[src/rtl/vme_simple_master.sv]
// Single-outstanding initiator for the VME-style register bus: valid/ready command in,
// one-cycle read/write strobe out, Done or timeout turned into a valid/ready response.
module vme_simple_master #(
   parameter int unsigned ADDR_WIDTH = 8,
   parameter int unsigned DATA_WIDTH = 32,
   parameter int unsigned TIMEOUT    = 255
) (
   input  logic                  Clk,
   input  logic                  rst_n,
   input  logic                  cmd_valid,
   output logic                  cmd_ready,
   input  logic                  cmd_write,
   input  logic [ADDR_WIDTH-1:0] cmd_addr,
   input  logic [DATA_WIDTH-1:0] cmd_wdata,
   output logic                  rsp_valid,
   input  logic                  rsp_ready,
   output logic [DATA_WIDTH-1:0] rsp_rdata,
   output logic                  rsp_error,
   output logic [ADDR_WIDTH-1:0] VMEAddr,
   output logic [DATA_WIDTH-1:0] VMEWrData,
   output logic                  VMERdMem,
   output logic                  VMEWrMem,
   input  logic [DATA_WIDTH-1:0] VMERdData,
   input  logic                  VMERdDone,
   input  logic                  VMEWrDone
);

   localparam int unsigned CntWidth = (TIMEOUT > 0) ? $clog2(TIMEOUT + 1) : 1;
   localparam logic [CntWidth-1:0] CntMax = CntWidth'(TIMEOUT);

   typedef enum logic [1:0] {StIdle, StStrobe, StWait, StResp} state_e;

   state_e                  state_q, state_d;
   logic                    write_q, write_d;
   logic [ADDR_WIDTH-1:0]   addr_q, addr_d;
   logic [DATA_WIDTH-1:0]   wdata_q, wdata_d;
   logic                    rd_q, rd_d;
   logic                    wr_q, wr_d;
   logic                    rsp_valid_q, rsp_valid_d;
   logic [DATA_WIDTH-1:0]   rsp_rdata_q, rsp_rdata_d;
   logic                    rsp_error_q, rsp_error_d;
   logic [CntWidth-1:0]     cnt_q, cnt_d;
   logic                    done;

   // Only the Done of the current direction counts; the other one is ignored.
   assign done = write_q ? VMEWrDone : VMERdDone;

   always_comb begin
      state_d     = state_q;
      write_d     = write_q;
      addr_d      = addr_q;
      wdata_d     = wdata_q;
      rd_d        = 1'b0;
      wr_d        = 1'b0;
      rsp_valid_d = rsp_valid_q;
      rsp_rdata_d = rsp_rdata_q;
      rsp_error_d = rsp_error_q;
      cnt_d       = cnt_q;
      case (state_q)
         StIdle: begin
            if (cmd_valid) begin
               addr_d  = cmd_addr;
               write_d = cmd_write;
               if (cmd_write) begin
                  wdata_d = cmd_wdata;
               end
               wr_d    = cmd_write;
               rd_d    = !cmd_write;
               state_d = StStrobe;
            end
         end
         StStrobe: begin
            // Done is not looked at here so a stale ack from a timed-out access is dropped.
            cnt_d   = '0;
            state_d = StWait;
         end
         StWait: begin
            if (done) begin
               rsp_valid_d = 1'b1;
               rsp_rdata_d = write_q ? '0 : VMERdData;
               rsp_error_d = 1'b0;
               state_d     = StResp;
            end else if (TIMEOUT != 0) begin
               cnt_d = cnt_q + CntWidth'(1);
               if (cnt_d == CntMax) begin
                  rsp_valid_d = 1'b1;
                  rsp_rdata_d = '0;
                  rsp_error_d = 1'b1;
                  state_d     = StResp;
               end
            end
         end
         StResp: begin
            if (rsp_ready) begin
               rsp_valid_d = 1'b0;
               state_d     = StIdle;
            end
         end
         default: state_d = StIdle;
      endcase
   end

   always_ff @(posedge Clk or negedge rst_n) begin
      if (!rst_n) begin
         state_q     <= StIdle;
         write_q     <= 1'b0;
         addr_q      <= '0;
         wdata_q     <= '0;
         rd_q        <= 1'b0;
         wr_q        <= 1'b0;
         rsp_valid_q <= 1'b0;
         rsp_rdata_q <= '0;
         rsp_error_q <= 1'b0;
         cnt_q       <= '0;
      end else begin
         state_q     <= state_d;
         write_q     <= write_d;
         addr_q      <= addr_d;
         wdata_q     <= wdata_d;
         rd_q        <= rd_d;
         wr_q        <= wr_d;
         rsp_valid_q <= rsp_valid_d;
         rsp_rdata_q <= rsp_rdata_d;
         rsp_error_q <= rsp_error_d;
         cnt_q       <= cnt_d;
      end
   end

   // Gated with rst_n so no command is offered while reset is held.
   assign cmd_ready = rst_n && (state_q == StIdle);
   assign rsp_valid = rsp_valid_q;
   assign rsp_rdata = rsp_rdata_q;
   assign rsp_error = rsp_error_q;
   assign VMEAddr   = addr_q;
   assign VMEWrData = wdata_q;
   assign VMERdMem  = rd_q;
   assign VMEWrMem  = wr_q;

endmodule
[config.mk]
export PLATFORM = sky130hd
export DESIGN_NAME = vme_simple_master
export DESIGN_NICKNAME = d
export VERILOG_FILES = /design/src/rtl/vme_simple_master.sv
export SDC_FILE = /design/constraint.sdc
export NUM_CORES = 1
export LEC_CHECK = 0
export CAP_MARGIN = 20
export CORE_UTILIZATION = 30
export DETAILED_ROUTE_END_ITERATION = 10
export PLACE_DENSITY = 0.65
export SLEW_MARGIN = 5
export SYNTH_ARGS = -nofsm -noshare
export SYNTH_HDL_FRONTEND = slang
export SYNTH_SLANG_ARGS = --single-unit
export TNS_END_PERCENT = 20
[constraint.sdc]
create_clock -name Clk -period 2.4 [get_ports Clk]
set_input_delay 0.48 -clock Clk [delete_from_list [all_inputs] [get_ports Clk]]
set_output_delay 0.48 -clock Clk [all_outputs]
set_load 0.005 [all_outputs]
==> results_dict.tcl, run 1 <==
set metrics [dict create \
    synth_area_leaders "dfrtp_1 63%, mux2_2 14%, a22o_1 8.1%" \
    synth.top_cell.area_share_pct 63.1 \
    ant_nets 0 \
    vdd.ir_drop.worst_mv 0.577 \
    htreeDepth 3 \
    setup_tns_ps 0 \
    antenna_found_initial 0 \
    r2r_start "state_q[0]" \
    fin_total_pwr_mw 6.67 \
    synth.cell_area_mm2 0.00345 \
    boundaryPins 156 \
    drt_iter0_markers 100 \
    syn_inst 243 \
    via_per_inst 4.68 \
    synth-seq-area-share_pct 63.1 \
    grt_setup_unrepaired "false" \
    wirelength_met1_um 3540 \
    core_mm2 0.0110 \
    initial_core_util_pct 31.3 \
    finalMaxSlewViolations 0 \
    critical_path_required_ps 1920 \
    cts_tree "done" \
    cts_setup_buffers 0 \
    numClockSinks 87 \
    dp.cells 533 \
    relSlewSlack_pct 51.2 \
    p_per_area_mw_per_mm2 1210 \
    cp_max_fo 5 \
    period_share_pct 93.0 \
    drc 0 \
    wl_um 8310 \
    antennaDiodeCount 0 \
    synth-seq-cells 87 \
    critical_path_class "reg -> out" \
    vias 2571 \
    fin_nets 489 \
    r2r_setup_slack_ps 510 \
    cts_hold_buf 0 \
    syn2layout_area_growth_pct 59.9 \
    timing.hold.ws_ps 157 \
    grt_max_degree 59 \
    status "completed" \
    r2r-end "cnt_q[4]" \
    async_flop_share_pct 100 \
    fin_skew_ps 5.29 \
    synth-main-ff-cell "dfrtp_1" \
    die_w_um 109 \
    cts_max_path_buffers 2 \
    period_minus_slack_ps 2230 \
    met2_length_um 3940 \
    clk_pin_slew_ps 70 \
    grt_overflow 0 \
    synth_edf_count 0 \
    ys_warn_count 0 \
    grt_pass1_vias 2623 \
    cp-start-kind "register" \
    cts_resized 0 \
    hold_viol_final 0 \
    clock_latency_ps 330 \
    root_buffer "clkbuf_16" \
    syn-num-nets 328 \
    final_layout_size_suffix_gt1_share_pct 17.4 \
    fin_util_pct 50.0 \
    place_congestion 0.732 \
    p_leak_nw 2.41 \
    final_cells 549 \
    worst_ep_arrival_time_ps 1750 \
    die_y_um 109 \
    rr_worst_depth 6 \
    wl_met3_um 780 \
    worstHoldPathType "in -> async" \
    grt.total_usage_pct 14.0 \
    grt_first_pass_wirelength_um 12800 \
    timing.fmax_ghz 0.448 \
    rows 38 \
    drv_cap 0 \
    dr.max_layer_used "met4" \
    dieArea_mm2 0.0119 \
    synthDistinctLibCells 29 \
    drt_pass1_iterations 4 \
    numPortBuffers 155 \
    yosysTopAreaCell "dfrtp_1" \
    wl_per_cell_um 15.1 \
    worstMarginPinSlew_ps 732 \
    numCtsBuffers 9 \
    dpl.hpwl_um 5900 \
    worstSetupEndpointType "output port" \
    postSynthAreaPerCell_um2 14.2 \
    setup_viol 0 \
]
state kept, by name, indices dropped and copies added (netlist names), 2 cells and up:
signal / cells
cnt_q: 8
VMEAddr: 8
state_q: 2
VMEWrData: 32
rsp_rdata: 32
layout make-up:
type                       count  area, um^2
fill                         985        5520
multi-input combinational    138        1170
timing repair buffer         162        1610
clock inverter                 7         124
clock buffer                   9         225
tap                          140         175
inverter                       6        22.5
sequential                    87        2180
cell families after synthesis:
kind of cell	Yosys count	share of synthesized area (%)
mux	43	14.0
simple gates	33	4.90
xor+xnor	3	0.980
fa+ha+maj	6	2.18
flops	87	63.1
compound gates	53	11.9
buf+inv	18	2.94
cells in the final DEF (no fill, tap or decap), types with 2 or more instances in the layout:
cell type	instances
nand2_1	9
mux2_2	42
clkbuf_16	9
a22o_1	32
inv_6	3
buf_4	7
clkdlybuf4s50_1	154
bufinv_16	3
o21ai_0	12
inv_1	6
nor2b_1	2
ha_1	6
and3_1	3
a21oi_1	2
nor2_1	6
o31ai_1	2
dfrtp_1	87
nand3_1	9
stage by stage:
stage	area, um^2	setup WS (ps)
6_report	5510	167
5_1_grt	5510	44.0
4_1_cts	5510	141
3_5_place_dp	5160	335
3_3_place_gp	5160	362
2_1_floorplan	3450	668
cells in the mapped netlist, types with 2 or more instances:
| cell | instances |
|---|---|
| dfrtp_1 | 87 |
| mux2_2 | 42 |
| a22o_1 | 32 |
| o21ai_0 | 12 |
| nand2_1 | 9 |
| nand3_1 | 9 |
| clkbuf_1 | 7 |
| ha_1 | 6 |
| inv_1 | 6 |
| nor2_1 | 6 |
| buf_6 | 4 |
| and3_1 | 3 |
| a21oi_1 | 2 |
| nor2b_1 | 2 |
| o31ai_1 | 2 |
worst max-delay path, stage by stage, from the launching register on:
cell             delay, ps
dfrtp_1                420
inv_1                  100
ha_1                   250
and2_1                 160
clkdlybuf4s50_1        500
where the power goes:
part | total (mW) | switching, mW | leakage (nW) | internal [mW]
clock network | 1.63 | 0.602 | 0.167 | 1.03
logic | 2.60 | 0.872 | 1.16 | 1.73
registers | 2.44 | 0.344 | 1.08 | 2.10
total | 6.67 | 1.82 | 2.41 | 4.86
worst max path at each step:
stage,endpoint,slack [ps],cells after the start,start
floorplan,rsp_rdata[0],670,7,state_q[0]
global placement,cnt_q[6],360,6,VMERdDone
detailed placement,cnt_q[6],330,6,VMEWrDone
CTS,cmd_ready,140,4,state_q[0]
global route,cmd_ready,40,4,state_q[0]
finish,cmd_ready,170,4,state_q[0]
per-layer routing:
metal	vias to the layer above	GRT usage (%)
li1	1197	-
met1	1262	16.9
met2	107	23.0
met3	5	5.44
met4	0	4.48
met5	-	0
Note: power is estimated with default switching activity, not from simulation.
==> run 2, diff against run 1 <==
--- a/config.mk
+++ b/config.mk
@@ -7,8 +7,10 @@
 export LEC_CHECK = 0
 export CAP_MARGIN = 20
 export CORE_UTILIZATION = 30
+export CTS_CLUSTER_SIZE = 30
 export DETAILED_ROUTE_END_ITERATION = 10
 export PLACE_DENSITY = 0.65
+export SKIP_LAST_GASP = 1
 export SLEW_MARGIN = 5
 export SYNTH_ARGS = -nofsm -noshare
 export SYNTH_HDL_FRONTEND = slang
==> results of run 2 <==
Final layout, timing and power as in run 1 (identical DEF).
